File: config.mk
export PLATFORM = sky130hd
export DESIGN_NAME = data_mmio
export DESIGN_NICKNAME = d
export VERILOG_FILES = /design/src/rtl/data_mmio.sv
export SDC_FILE = /design/constraint.sdc
export NUM_CORES = 1
export LEC_CHECK = 0
export BUFFER_PORTS_ARGS = -buffer_cell sky130_fd_sc_hd__buf_2
export CORE_ASPECT_RATIO = 0.6
export CORE_MARGIN = 3
export CORE_UTILIZATION = 54
export CTS_CLUSTER_DIAMETER = 80
export DETAILED_ROUTE_END_ITERATION = 12
export MAX_ROUTING_LAYER = met4
export PLACE_DENSITY = 0.86
export SYNTH_ARGS = -nofsm -noshare
export SYNTH_HDL_FRONTEND = slang
export SYNTH_SLANG_ARGS = --single-unit
File: constraint.sdc
create_clock -name clk -period 3.2 [get_ports clk]
set_input_delay 0.64 -clock clk [delete_from_list [all_inputs] [get_ports clk]]
set_output_delay 0.64 -clock clk [all_outputs]
set_load 0.05 [all_outputs]
File: src/rtl/data_mmio.sv
// data_mmio: memory-mapped peripheral block on the core data port.
// It contains a byte-wide console TX FIFO, a 64-bit mtime/mtimecmp timer
// with an interrupt, and a sticky halt register. Reads are combinational
// and writes commit on the rising clock edge.
module data_mmio #(
  parameter logic [31:0] BASE_ADDR  = 32'h1000_0000,
  parameter int          FIFO_DEPTH = 8,
  parameter int          TICK_DIV   = 1
) (
  input  logic        clk,
  input  logic        rst_n,
  input  logic [31:0] addr,
  input  logic [31:0] wdata,
  input  logic [3:0]  wmask,
  input  logic        wen,
  output logic [31:0] rdata,
  output logic        sel,
  output logic [7:0]  tx_data,
  output logic        tx_valid,
  input  logic        tx_ready,
  output logic        timer_irq,
  output logic        halt,
  output logic [31:0] halt_code
);

  localparam int AW = $clog2(FIFO_DEPTH);
  localparam int PW = (TICK_DIV > 1) ? $clog2(TICK_DIV) : 1;

  localparam logic [5:0] OFF_TXDATA  = 6'h00;
  localparam logic [5:0] OFF_STATUS  = 6'h01;
  localparam logic [5:0] OFF_MTIMELO = 6'h02;
  localparam logic [5:0] OFF_MTIMEHI = 6'h03;
  localparam logic [5:0] OFF_CMPLO   = 6'h04;
  localparam logic [5:0] OFF_CMPHI   = 6'h05;
  localparam logic [5:0] OFF_HALT    = 6'h06;

  // Replace only the byte lanes whose mask bit is set.
  function automatic logic [31:0] merge_bytes(input logic [31:0] old_val,
                                              input logic [31:0] new_val,
                                              input logic [3:0]  mask);
    logic [31:0] res;
    for (int i = 0; i < 4; i++) begin
      res[8*i +: 8] = mask[i] ? new_val[8*i +: 8] : old_val[8*i +: 8];
    end
    return res;
  endfunction

  logic [5:0]  off;
  logic        wr_any;
  logic        unused_addr_lsb;

  assign off             = addr[7:2];
  assign sel             = (addr[31:8] == BASE_ADDR[31:8]);
  assign wr_any          = wen && sel && (wmask != 4'h0);
  assign unused_addr_lsb = ^addr[1:0];

  // ---------------- TX FIFO ----------------
  logic [7:0]  mem [FIFO_DEPTH];
  logic [AW:0] wptr, rptr, count;
  logic        full, empty, push_req, push, pop, ovf, ovf_clr;

  assign count    = wptr - rptr;
  assign full     = (count == (AW+1)'(FIFO_DEPTH));
  assign empty    = (count == '0);
  assign push_req = wr_any && (off == OFF_TXDATA) && wmask[0];
  assign pop      = !empty && tx_ready;
  // A pop frees the slot in the same edge, so a full FIFO still accepts.
  assign push     = push_req && (!full || pop);
  assign ovf_clr  = wr_any && (off == OFF_STATUS) && wmask[0] && wdata[3];
  assign tx_valid = !empty;
  assign tx_data  = empty ? 8'h00 : mem[rptr[AW-1:0]];

  // Storage array: data only, no reset needed.
  always_ff @(posedge clk) begin
    if (push) mem[wptr[AW-1:0]] <= wdata[7:0];
  end

  // FIFO pointers and sticky overflow flag.
  always_ff @(posedge clk or negedge rst_n) begin
    if (!rst_n) begin
      wptr <= '0;
      rptr <= '0;
      ovf  <= 1'b0;
    end else begin
      if (push) wptr <= wptr + 1'b1;
      if (pop)  rptr <= rptr + 1'b1;
      if (push_req && full && !pop) ovf <= 1'b1;
      else if (ovf_clr)             ovf <= 1'b0;
    end
  end

  // ---------------- Timer ----------------
  logic [PW-1:0] presc;
  logic          tick;
  logic [63:0]   mtime, mtimecmp;
  logic          wr_mlo, wr_mhi, wr_clo, wr_chi;

  assign tick   = (presc == PW'(TICK_DIV - 1));
  assign wr_mlo = wr_any && (off == OFF_MTIMELO);
  assign wr_mhi = wr_any && (off == OFF_MTIMEHI);
  assign wr_clo = wr_any && (off == OFF_CMPLO);
  assign wr_chi = wr_any && (off == OFF_CMPHI);

  // Prescaler runs freely; mtime writes do not disturb it.
  always_ff @(posedge clk or negedge rst_n) begin
    if (!rst_n)    presc <= '0;
    else if (tick) presc <= '0;
    else           presc <= presc + 1'b1;
  end

  // mtime: a software write to either half suppresses that cycle's increment.
  always_ff @(posedge clk or negedge rst_n) begin
    if (!rst_n) begin
      mtime <= '0;
    end else if (wr_mlo || wr_mhi) begin
      if (wr_mlo) mtime[31:0]  <= merge_bytes(mtime[31:0],  wdata, wmask);
      if (wr_mhi) mtime[63:32] <= merge_bytes(mtime[63:32], wdata, wmask);
    end else if (tick) begin
      mtime <= mtime + 64'd1;
    end
  end

  // mtimecmp halves and the registered interrupt comparison.
  always_ff @(posedge clk or negedge rst_n) begin
    if (!rst_n) begin
      mtimecmp  <= '1;
      timer_irq <= 1'b0;
    end else begin
      if (wr_clo) mtimecmp[31:0]  <= merge_bytes(mtimecmp[31:0],  wdata, wmask);
      if (wr_chi) mtimecmp[63:32] <= merge_bytes(mtimecmp[63:32], wdata, wmask);
      timer_irq <= (mtime >= mtimecmp);
    end
  end

  // ---------------- Halt ----------------
  // Only the first effective write is captured; later ones are ignored.
  always_ff @(posedge clk or negedge rst_n) begin
    if (!rst_n) begin
      halt      <= 1'b0;
      halt_code <= '0;
    end else if (!halt && wr_any && (off == OFF_HALT)) begin
      halt      <= 1'b1;
      halt_code <= merge_bytes(32'h0, wdata, wmask);
    end
  end

  // Combinational read mux; zero outside the window or at unmapped offsets.
  always_comb begin
    rdata = 32'h0;
    if (sel) begin
      case (off)
        OFF_STATUS:  rdata = {16'h0, 8'(count), 4'h0, ovf, timer_irq, empty, full};
        OFF_MTIMELO: rdata = mtime[31:0];
        OFF_MTIMEHI: rdata = mtime[63:32];
        OFF_CMPLO:   rdata = mtimecmp[31:0];
        OFF_CMPHI:   rdata = mtimecmp[63:32];
        OFF_HALT:    rdata = halt_code;
        default:     rdata = 32'h0;
      endcase
    end
  end

endmodule

## Yosys cells after proc, flatten, opt, wreduce, memory -nomap -nowiden

Memory sizes are Yosys's and may differ from the RTL's.
Cells that the tools add are included.

- Memories: 1
- Latch bits: 0
- Bits in writable memories: 64
- Output and inout port bits: 76
- ROM bits: 0
- Bits in registers: 172

Memory list:

| memory | words | bits a word | rd ports | clocked after Yosys merged registers in | wr ports | RTL line | text |
|---|---|---|---|---|---|---|---|
| mem | 8 | 8 | 1 | 0 | 1 | 58 | `logic [7:0] mem [FIFO_DEPTH];` |

- Divide/modulo/power cells: 0
- Bitwise gates (word level): 0
- Reduce and logical (&&, ||, !) cells: 43
- Shift operators: 0
- Multiplexer cells: 20
- $add $sub $neg: 5
- $mul: 0
- $lt $le $gt $ge: 1
- Equality and inequality tests: 15

Operators by type and width:

| cell | number |
|---|---|
| $pmux 32 s6 | 1 |
| $mux 64 | 2 |
| $mux 32 | 3 |
| $mux 8 | 9 |
| $add 64x1->64 const B | 1 |
| $ge 64x64->1 | 1 |
| $eq 24x21->1 const B | 1 |
| $reduce_and 3->1 | 8 |
| $eq 6x3->1 const B | 3 |
| $logic_and 1x1->1 | 17 |
| $reduce_and 2->1 | 8 |
| $eq 6x2->1 const B | 2 |
| $ne 2x2->1 const B | 6 |
| $add 4x1->4 const B | 2 |
| $eq 6x1->1 const B | 1 |
| $logic_not 6->1 | 1 |
| $mux 1 | 5 |
| $eq 4x4->1 const B | 1 |
| $logic_not 1->1 | 4 |
| $logic_not 4->1 | 1 |
| $reduce_bool 4->1 | 1 |
| $sub 4x4->4 | 1 |
| $logic_or 1x1->1 | 2 |
| $ne 2x1->1 const B | 1 |
| other kinds (2) | 2 |

## Logic depth before layout (Yosys ltp)

Gate-level depths: netlist of the first run.

- Depth in word-level cells: 8
- Mapped depth: 12

## Worst setup path after synthesis of the first run

OpenSTA, ideal clock, no wires.

- Path kind: register -> output
- Start point: register rptr[1]
- End point: output rdata[1]
- Arrival: 3.107 ns
- Setup slack: -0.547 ns
- Stages on the path, launching flop included: 12
- Required time: 2.560 ns
- Path through: dfrtp_1 > clkbuf_1 > clkbuf_1 > inv_1 > ha_1 > nor2b_1 > o21ai_0 > and3_1 > o21a_1 > clkbuf_1 > nand2_1 > a21oi_1

- Longest elaborated chain between the ends: 4

RTL lines:

| element | RTL line | text |
|---|---|---|
| start: declaration | 59 | `logic [AW:0] wptr, rptr, count;` |
| start signal: assignment | 86 | `if (pop) rptr <= rptr + 1'b1;` |
| $sub 4x4->4 | 62 | `assign count = wptr - rptr;` |
| $logic_not 4->1 | 64 | `assign empty = (count == '0);` |
| $pmux 32 s6 | 151 | `case (off)` |
| $mux 32 | 150 | `if (sel) begin` |
| end: declaration | 16 | `output logic [31:0] rdata,` |

Every way passes these cells.

## Final worst setup path of the first run

- Start point: register wptr[1]
- End point: output tx_data[2]

- Longest elaborated chain between the ends: 3

RTL lines:

| element | RTL line | text |
|---|---|---|
| start: declaration | 59 |  |
| start signal: assignment | 85 | `if (push) wptr <= wptr + 1'b1;` |
| $sub 4x4->4 | 62 |  |
| $logic_not 4->1 | 64 |  |
| $mux 8 | 71 | `assign tx_data = empty ? 8'h00 : mem[rptr[AW-1:0]];` |
| end: declaration | 18 | `output logic [7:0] tx_data,` |

Every way passes these cells.

==> flow_metrics.py, run 1 <==
metrics = {
    "clocking": {
        "cts_root_buf": "clkbuf_16",
        "cts_tree": "yes",
        "h-tree-depth": 1,
        "clk_path_buf_depth": 3,
        "clock_latency_ns": 0.54,
        "cts_sinks": 235,
        "cts_made_buffers": 23,
        "cts_hold_buf": 0,
        "clkTransAtPathRegs_ns": 0.06,
    },
    "synthesis": {
        "netlist_area_um2": 13700,
        "avgSynthCellArea_um2": 10.0,
        "synthFlopType": "dfrtp_1",
        "synthCells": 1365,
        "yosysSeqAreaShare_pct": 46.0,
        "synth-edff-count": 64,
        "ys_ff_latch": 235,
        "ys_types": 73,
        "synthArstFlopShare_pct": 72.8,
        "ys_warn_count": 0,
        "synth_nets": 1508,
    },
    "power_and_ir_drop": {
        "p_switching_mw": 2.40,
        "p_leak_nw": 6.71,
        "power_density_nw_per_um2": 477,
        "ir_worst_vdd_uv": 513,
        "p_comb_share_pct": 24.1,
        "clkPwrFrac_pct": 36.5,
        "swShare_pct": 30.1,
        "p_seq_share_pct": 39.4,
        "power.internal_mw": 5.56,
    },
    "place": {
        "placed_area_um2": 15600,
        "dp_slack_ns": -0.0756,
        "dp.cells": 1836,
        "routabilityCongestion": 0.985,
        "port_buffers": 145,
        "place.detailed.hpwl_mm": 32.7,
    },
    "setup_path": {
        "end_kind": "output pin",
        "worstReg2RegEnd": "timer_irq$_DFF_PN0_",
        "startpoint_type": "flop",
        "critPathArrivalTime_ns": 2.57,
        "cp_max_fo": 5,
        "required_ns": 2.56,
        "crit_type": "reg -> out",
        "ff2ff_setup_slack_ns": 0.17,
        "timing.rr.start": "mtimecmp[30]$_DFFE_PN1P_",
        "worst-r2r-cell-count": 8,
    },
    "timing": {
        "fin_crit_sh_pct": 100,
        "setup_viol": 4,
        "finalHoldViolCount": 0,
        "layout_setup_ws_ns": -0.0113,
        "layout_min_cycle_time_ns": 3.21,
        "final-max-slew-violation-count": 0,
        "relSlewSlack_pct": 45.0,
        "tightestPinTransition_ns": 0.821,
        "fmax_mhz": 311,
        "finalClockSkew_ns": 0.0177,
        "rsz0062_at_grt": "yes",
    },
    "die": {
        "die_h_um": 129,
        "initial_core_util_pct": 55.8,
        "rows": 44,
        "core-area_um2": 24500,
        "io_pins": 148,
        "die_width_um": 211,
        "dieArea_um2": 27300,
    },
    "global_routing": {
        "grt_pass1_wl_mm": 68.7,
        "grt_usage_pct": 33.6,
        "grt-ovfl-total": 0,
        "grt_pass1_vias": 11873,
        "grt_max_degree": 71,
        "antenna_found_initial": 1,
    },
    "outcome": {
        "failed_checks": "negative setup slack",
        "outcome": "finished, violations left",
    },
    "detailed_routing": {
        "drc": 0,
        "drt_wl_total_mm": 45.4,
        "viasPerCell": 6.62,
        "dr.pass1.iters": 6,
        "wl_per_cell_um": 24.1,
        "vias": 12482,
        "antenna_left": 0,
        "drtIter0Drc": 1776,
    },
    "final_layout": {
        "area_delta_synth_final_pct": 22.2,
        "nFillCells": 1763,
        "final_common_cell": "nand2_1",
        "postLayoutCellArea_um2": 16700,
        "drive_above_1_share_pct": 31.0,
        "fin_cells": 1886,
        "final_cell_mix": "nand2_1, dfrtp_1, buf_2, nor2_1, inv_1",
        "final_nets": 1689,
    },
    "flow_run": {
        "drv_cap": 0,
    },
    "hold_path": {
        "hold_path_class": "in -> async",
    },
}
[timing repair]
item | 4_1_cts | 5_1_grt
buffers inserted | 6 | 1
endpoints found under the setup margin | 38 | 39
pin swaps | 6 | 12
resized for setup | 37 | 59
[logic make-up after synthesis]
group                    after synthesis  synth area share, %
AND/OR/NAND/NOR                      476                 17.2
AO/OA/AOI/OAI                        304                 14.6
multiplexers                         114                 10.4
flip-flops                           235                 46.0
buffers and inverters                157                 4.65
adder cells (fa/ha/maj)               71                 6.56
XOR/XNOR                               8                0.513
[through the flow]
stage                     utilization [%]  TNS (ns)  power, mW  hold slack [ns]
after floorplan                         -     -2.87       4.26            0.344
after global placement               63.6    -0.337       4.70            0.474
after detailed placement             63.6    -0.751       4.75            0.472
after CTS                            67.4         0       7.78            0.140
after global routing                 68.1    -0.654       8.16            0.151
final                                68.1   -0.0158       7.96            0.121
[sequential cells by signal (all words and copies together) (netlist names)]
signal	count
mtimecmp	64
mtime	64
rptr	4
halt	1
wptr	4
mem	64
timer_irq	1
halt_code	32
ovf	1
[critical path: stages (launching register included)]
cell and delay, ns:
dfrtp_1 0.43, ha_1 0.31, nor2b_4 0.15, o21ai_2 0.09, and3_4 0.19, buf_4 0.15
o21a_4 0.25, buf_8 0.15, a21oi_4 0.14, buf_6 0.18
[synthesized netlist by cell type (6+ instances only)]
| library cell | instances | area share (%) |
|---|---|---|
| a21o_1 | 8 | 0.44 |
| and2_1 | 7 | 0.32 |
| mux2_2 | 66 | 5.4 |
| and3_1 | 25 | 1.1 |
| o21ai_1 | 7 | 0.26 |
| a221oi_1 | 30 | 1.9 |
| dfrtp_1 | 107 | 20 |
| inv_1 | 86 | 2.4 |
| nor3_1 | 24 | 0.88 |
| a311oi_1 | 13 | 0.83 |
| edfxtp_1 | 64 | 14 |
| mux4_2 | 16 | 2.6 |
| a211oi_1 | 32 | 1.8 |
| nand2_1 | 170 | 4.7 |
| o21ai_0 | 55 | 2.0 |
| nor2_1 | 100 | 2.7 |
| clkbuf_1 | 41 | 1.1 |
| o22ai_1 | 7 | 0.32 |
| dfstp_2 | 64 | 12 |
| ha_1 | 70 | 6.4 |
| a22oi_1 | 6 | 0.33 |
| buf_1 | 6 | 0.16 |
| nand3_1 | 38 | 1.4 |
| nand4_1 | 31 | 1.4 |
| buf_2 | 19 | 0.70 |
| nor4_1 | 22 | 1.0 |
| nand2b_1 | 7 | 0.32 |
| and4_1 | 10 | 0.64 |
| mux2i_1 | 32 | 2.3 |
| a21oi_1 | 95 | 3.5 |
[power by group through the flow]
stage	logic [mW]	clock network [mW]	registers, mW
floorplan	1.07	0	3.19
global placement	1.52	0	3.19
detailed placement	1.56	0	3.19
CTS	1.74	2.91	3.13
global route	1.99	3.04	3.14
finish	1.92	2.91	3.14
[metal layers]
metal	share of wire, %	vias up	wire [um]	GRT usage (%)
met5	0	-	0	-
li1	-	5422	-	-
met1	42	6032	19100	48.6
met2	40	914	18000	44.7
met4	2.3	0	1040	6.53
met3	16	114	7270	13.1
[final cells by class]
type	count	area [um2]	share of cell area, %
repair buffers	226	1650	9.90
clock buffers	30	612	3.67
inverters	87	327	1.96
multi-input cells	973	7240	43.4
clock inverters	12	168	1.00
flip-flops and latches	235	6280	37.7
diodes	1	2.50	0.0150
well taps	322	403	2.41
[worst max path at each step]
stage / slack (ns) / from / endpoint / cells after the start
6_report: -0.01 / wptr[1]$_DFFE_PN0P_ / tx_data[2] / 9
5_1_grt: -0.08 / wptr[1]$_DFFE_PN0P_ / rdata[11] / 9
4_1_cts: 0.001 / addr[21] / rdata[14] / 8
3_5_place_dp: -0.08 / addr[21] / rdata[15] / 8
3_3_place_gp: -0.06 / addr[21] / rdata[15] / 8
2_1_floorplan: -0.28 / addr[21] / rdata[0] / 7
(Power assumes the default switching activity.)
==> inputs of run 2 (changes only) <==
==> constraint.sdc (replaced) <==
create_clock -name clk -period 3.2 [get_ports clk]
set_input_delay 0.16 -clock clk [delete_from_list [all_inputs] [get_ports clk]]
set_output_delay 0.16 -clock clk [all_outputs]
set_load 0.05 [all_outputs]
==> run 2 against run 1 <==
The run now ends clean. Fmax grew 2.8%. Register-to-register slack better by 0.08 ns. Non-clock buffer count is 2 higher. Critical path type unchanged. Largest power group unchanged.
==> flow_metrics.py, run 2 (synthesized netlist as in run 1, its figures left out) <==
metrics = {
    "setup_path": {
        "end_kind": "output pin",
        "cp_top_family": "adder cells",
        "cp_max_fo": 7,
        "path_cells": "inv_1 > ha_1 > fa_1 > xor2_1 > and3_1 > o21a_1 > nand2_1 > a21oi_2 > buf_4",
        "required_ns": 3.04,
        "slowest_delay_ns": 0.43,
        "crit_buf_inv": 2,
        "crit_type": "reg -> out",
        "cpMaxStageDelayCell": "dfrtp_2",
        "startpoint_type": "flop",
        "critPathArrivalTime_ns": 2.96,
    },
    "power_and_ir_drop": {
        "p_seq_share_pct": 42.7,
        "p_comb_share_pct": 18.9,
        "p_total_mw": 7.40,
        "clkPwrFrac_pct": 38.3,
        "power.internal_mw": 5.24,
        "ir_worst_vdd_uv": 523,
        "p_switching_mw": 2.16,
        "swShare_pct": 29.2,
        "power_density_nw_per_um2": 462,
        "p_leak_nw": 6.63,
    },
    "die": {
        "io_pins": 148,
        "initial_core_util_pct": 55.8,
        "die_width_um": 211,
        "die_h_um": 129,
        "core-area_um2": 24500,
        "rows": 44,
        "dieArea_um2": 27300,
    },
    "final_layout": {
        "n_antenna_cell": 0,
        "nFillCells": 1818,
        "drive_above_1_share_pct": 25.9,
        "final_cell_mix": "nand2_1, buf_2, dfrtp_1, nor2_1, a21oi_1",
        "final_nets": 1691,
        "area_delta_synth_final_pct": 17.3,
        "final_common_cell": "nand2_1",
        "utilization_pct": 65.4,
    },
    "global_routing": {
        "grt_pass1_wl_mm": 67.8,
        "antenna_found_initial": 0,
        "grt_pass1_vias": 11831,
        "grt_max_degree": 80,
        "grt_usage_pct": 32.9,
        "grt-ovfl-total": 0,
    },
    "clocking": {
        "clkTransAtPathRegs_ns": 0.07,
        "h-tree-depth": 1,
        "cts_tree": "yes",
        "cts_made_buffers": 23,
        "clock_latency_ns": 0.52,
        "clk_path_buf_depth": 3,
        "cts_root_buf": "clkbuf_16",
        "cts_sinks": 235,
    },
    "timing": {
        "finalHoldViolCount": 0,
        "rsz0062_at_grt": "no",
        "layout_min_cycle_time_ns": 3.12,
        "relSlewSlack_pct": 42.6,
        "finalClockSkew_ns": 0.0122,
        "layout_setup_ws_ns": 0.0775,
        "tightestPinTransition_ns": 0.851,
        "final-max-slew-violation-count": 0,
        "holdWs_ns": 0.0450,
        "fmax_mhz": 320,
        "setup_tns_ns": 0,
        "setup_viol": 0,
        "fin_crit_sh_pct": 97.6,
    },
    "detailed_routing": {
        "drt_wl_total_mm": 44.1,
        "drtIter0Drc": 1756,
        "viasPerCell": 6.62,
        "dr.pass1.iters": 6,
        "wl_per_cell_um": 23.4,
        "antenna_left": 0,
        "drc": 0,
        "vias": 12489,
    },
    "hold_path": {
        "hold_path_class": "in -> reg",
    },
    "place": {
        "place.detailed.hpwl_mm": 31.8,
        "port_buffers": 145,
        "dp_slack_ns": 0.246,
        "routabilityCongestion": 1.02,
    },
    "outcome": {
        "outcome": "finished clean",
    },
    "flow_run": {
        "drv_cap": 0,
    },
}
run 2: worst min-delay path, stage by stage:
cell and delay [ns]:
buf_2 0.20, nand2_1 0.09, a31oi_1 0.07
run 2: cell type report:
type / instances / area, um2 / area share [%]
multi-input cells: 973 / 6770 / 42.2
flip-flops and latches: 235 / 6280 / 39.2
repair buffers: 228 / 1480 / 9.21
clock buffers: 32 / 643 / 4.01
well taps: 322 / 403 / 2.51
inverters: 87 / 327 / 2.04
clock inverters: 10 / 124 / 0.773
run 2: per-stage QoR:
stage / instances / cell area [um2]
after floorplan: 1365 / 13700
after global placement: 1819 / 15000
after detailed placement: 1819 / 15000
after CTS: 1887 / 16000
after global routing: 1887 / 16000
final: 1887 / 16000
run 2: timing repair:
| action | in CTS | in global routing |
|---|---|---|
| hold buffers | 26 | 0 |
| buffers inserted | 0 | 0 |
| gates cloned | 0 | 0 |
| resized for setup | 2 | 3 |
| endpoints found under the setup margin | 2 | 6 |
| endpoints found under the hold margin | 158 | 0 |
run 2: power by group through the flow:
| stage | clock network, mW | registers [mW] | logic, mW |
|---|---|---|---|
| floorplan | 0 | 3.19 | 0.925 |
| global placement | 0 | 3.21 | 1.32 |
| detailed placement | 0 | 3.21 | 1.34 |
| CTS | 2.85 | 3.16 | 1.38 |
| global route | 2.97 | 3.16 | 1.49 |
| finish | 2.84 | 3.16 | 1.40 |
run 2: layer usage:
metal | share of wire [%] | vias to the layer above | track usage, %
li1 | - | 5423 | -
met1 | 42 | 5991 | 48.3
met2 | 39 | 973 | 43.2
met3 | 17 | 102 | 12.2
met4 | 2.6 | 0 | 7.00
met5 | 0 | - | -
run 2: worst paths after layout:
| path | start | to | slack (ns) | cells past startpoint |
|---|---|---|---|---|
| setup / recovery | wptr[0]$_DFFE_PN0P_ | rdata[1] | 0.08 | 9 |
| hold / removal | wdata[1] | mtime[1]$_DFFE_PN0P_ | 0.05 | 3 |
| setup reg to reg | wptr[0]$_DFFE_PN0P_ | mem[7][0]$_DFFE_PP_ | 0.25 | 8 |
| hold reg to reg | wptr[3]$_DFFE_PN0P_ | wptr[3]$_DFFE_PN0P_ | 0.49 | 1 |
| max in group asynchronous | rst_n | mtimecmp[14]$_DFFE_PN1P_ | 2.07 | 3 |
| min in group asynchronous | rst_n | halt_code[29]$_DFFE_PN0P_ | 0.27 | 2 |
==> inputs of run 3 (changes only) <==
--- a/config.mk
+++ b/config.mk
@@ -8,11 +8,11 @@
 export BUFFER_PORTS_ARGS = -buffer_cell sky130_fd_sc_hd__buf_2
 export CORE_ASPECT_RATIO = 0.6
 export CORE_MARGIN = 3
-export CORE_UTILIZATION = 54
-export CTS_CLUSTER_DIAMETER = 80
+export CORE_UTILIZATION = 55
+export CTS_CLUSTER_DIAMETER = 200
 export DETAILED_ROUTE_END_ITERATION = 12
 export MAX_ROUTING_LAYER = met4
-export PLACE_DENSITY = 0.86
+export PLACE_DENSITY = 0.84
 export SYNTH_ARGS = -nofsm -noshare
 export SYNTH_HDL_FRONTEND = slang
 export SYNTH_SLANG_ARGS = --single-unit
==> constraint.sdc (replaced) <==
create_clock -name clk -period 3.12 [get_ports clk]
set_input_delay 0.156 -clock clk [delete_from_list [all_inputs] [get_ports clk]]
set_output_delay 0.156 -clock clk [all_outputs]
set_load 0.005 [all_outputs]
==> run 3 against run 2 <==
Combinational power fell by 21%. Clock skew rose by 0.0097 ns. Final cell count shrank 0.48%. Critical path type unchanged. Core utilization rose by 1.9 points. Critical endpoint unchanged. Via count is 0.89% lower. Design area fell by 0.34%. Register-to-register slack worse by 0.12 ns. Die area fell by 1.8%.
==> flow_metrics.py, run 3 (synthesized netlist as in run 1, its figures left out) <==
metrics = {
    "outcome": {
        "outcome": "finished clean",
    },
    "timing": {
        "finalHoldViolCount": 0,
        "tightestPinTransition_ns": 0.859,
        "fin_crit_sh_pct": 97.7,
        "holdWs_ns": 0.0405,
        "rsz0062_at_grt": "no",
        "fmax_mhz": 328,
        "final-max-slew-violation-count": 0,
        "finalClockSkew_ns": 0.0218,
        "setup_viol": 0,
        "layout_min_cycle_time_ns": 3.05,
        "relSlewSlack_pct": 41.9,
    },
    "final_layout": {
        "seqCellArea_um2": 6280,
        "final_nets": 1689,
        "final_common_cell": "nand2_1",
        "nFillCells": 1793,
        "area_delta_synth_final_pct": 16.9,
        "final_cell_mix": "nand2_1, buf_2, dfrtp_1, nor2_1, a21oi_1",
        "multi_input_area_um2": 6760,
        "drive_above_1_share_pct": 25.9,
        "fin_cells": 1878,
        "n_antenna_cell": 0,
    },
    "clocking": {
        "clk_path_buf_depth": 3,
        "clkTransAtPathRegs_ns": 0.06,
        "cts_tree": "yes",
        "cts_root_buf": "clkbuf_16",
        "cts_made_buffers": 23,
        "cts_sinks": 235,
        "h-tree-depth": 1,
        "clock_latency_ns": 0.54,
    },
    "die": {
        "dieArea_um2": 26800,
        "initial_core_util_pct": 57.6,
        "core-area_um2": 23700,
        "rows": 43,
        "die_width_um": 209,
        "die_h_um": 128,
        "io_pins": 148,
    },
    "detailed_routing": {
        "vias": 12378,
        "viasPerCell": 6.59,
        "antenna_left": 0,
        "dr.pass1.iters": 6,
        "wl_per_cell_um": 23.3,
        "drc": 0,
        "drtIter0Drc": 1716,
        "drt_wl_total_mm": 43.7,
    },
    "setup_path": {
        "ff2ff_setup_slack_ns": 0.13,
        "timing.rr.start": "wptr[0]$_DFFE_PN0P_",
        "end_kind": "output pin",
        "crit_type": "reg -> out",
        "startpoint_type": "flop",
        "required_ns": 2.96,
        "cp_max_fo": 10,
        "cpMaxStageDelayCell": "dfrtp_2",
        "slowest_delay_ns": 0.42,
        "worst-r2r-cell-count": 9,
        "path_cells": "inv_1 > ha_1 > fa_1 > xor2_1 > and3_1 > o21a_2 > nand2_1 > a21oi_1 > buf_2",
        "critPathArrivalTime_ns": 2.89,
        "worstReg2RegEnd": "wptr[3]$_DFFE_PN0P_",
    },
    "hold_path": {
        "hold_depth": 1,
        "hold_path_class": "in -> reg",
        "whs_endpoint": "mem[0][3]$_DFFE_PP_",
        "hp-start": "wdata[3]",
    },
    "place": {
        "dp.cells": 1810,
        "routabilityCongestion": 1.00,
        "place.detailed.hpwl_mm": 31.6,
        "port_buffers": 145,
    },
    "flow_run": {
        "drv_cap": 0,
    },
    "power_and_ir_drop": {
        "power.internal_mw": 5.30,
        "p_leak_nw": 6.60,
        "ir_worst_vdd_uv": 354,
        "p_comb_share_pct": 15.2,
        "swShare_pct": 26.7,
        "p_switching_mw": 1.93,
        "p_seq_share_pct": 44.8,
        "clkPwrFrac_pct": 40.0,
        "power_density_nw_per_um2": 453,
    },
    "global_routing": {
        "grt_max_degree": 65,
        "grt_pass1_vias": 11662,
        "grt-ovfl-total": 0,
        "antenna_found_initial": 0,
        "grt_pass1_wl_mm": 67.6,
        "grt_usage_pct": 33.1,
    },
}
run 3: changes by cell type in the layout (fill, tap and decap cells not counted), sizes merged:
cell / delta
clkinvlp: +4
clkinv: +1
clkbuf: -6
buf: -1
run 3: per-layer routing:
metal	part of all wire, %	vias to the layer above	track usage, %
met2	39	943	42.8
met5	0	-	-
met1	43	5934	50.9
li1	-	5416	-
met3	16	85	10.4
met4	1.9	0	6.22
run 3: repair_timing:
item	in CTS	in global routing
setup endpoints to repair	1	6
setup buffers	0	0
hold endpoints to repair	157	0
hold buffers	26	0
gates resized for setup	1	2
run 3: cell type report:
| cell class | instances | share of cell area (%) |
|---|---|---|
| sequential | 235 | 39.3 |
| tap | 315 | 2.47 |
| multi-input combinational | 973 | 42.3 |
| clock buffer | 27 | 3.76 |
| clock inverter | 15 | 1.01 |
| inverter | 87 | 2.04 |
| timing repair buffer | 226 | 9.03 |
run 3: power groups by stage:
stage	logic, mW	registers (mW)	clock network, mW
after floorplan	0.628	3.27	0
after detailed placement	1.05	3.29	0
final	1.10	3.24	2.89
after CTS	1.09	3.24	2.90
after global placement	1.02	3.29	0
after global routing	1.19	3.24	3.02
run 3: how the worst max path moves through the flow:
stage                        startpoint             endpoint
finish              wptr[0]$_DFFE_PN0P_             rdata[1]
floorplan           rptr[1]$_DFFE_PN0P_  mem[0][0]$_DFFE_PP_
global placement    wptr[0]$_DFFE_PN0P_  mem[7][3]$_DFFE_PP_
global route        wptr[0]$_DFFE_PN0P_             rdata[1]
detailed placement  wptr[0]$_DFFE_PN0P_  wptr[3]$_DFFE_PN0P_
CTS                 wptr[0]$_DFFE_PN0P_             rdata[1]
run 3: worst max-delay path: cells and delay by family, from the launching register on:
kind                     cells  cell delay, ns
XOR/XNOR                     1            0.24
flip-flops                   1            0.42
adder cells (fa/ha/maj)      2            0.64
AO/OA/AOI/OAI                2            0.44
AND/OR/NAND/NOR              2            0.34
buffers and inverters        2            0.28
run 3: metrics by stage:
step | area [um2] | TNS (ns) | util, % | worst slack, ns | total power [mW]
after floorplan | 13700 | -17.70 | - | -0.316 | 3.90
after global placement | 14900 | 0 | 63.0 | 0.343 | 4.31
after detailed placement | 14900 | 0 | 63.0 | 0.146 | 4.35
after CTS | 16000 | 0 | 67.3 | 0.0832 | 7.23
after global routing | 16000 | 0 | 67.3 | 0.0270 | 7.46
final | 16000 | 0 | 67.3 | 0.0732 | 7.23
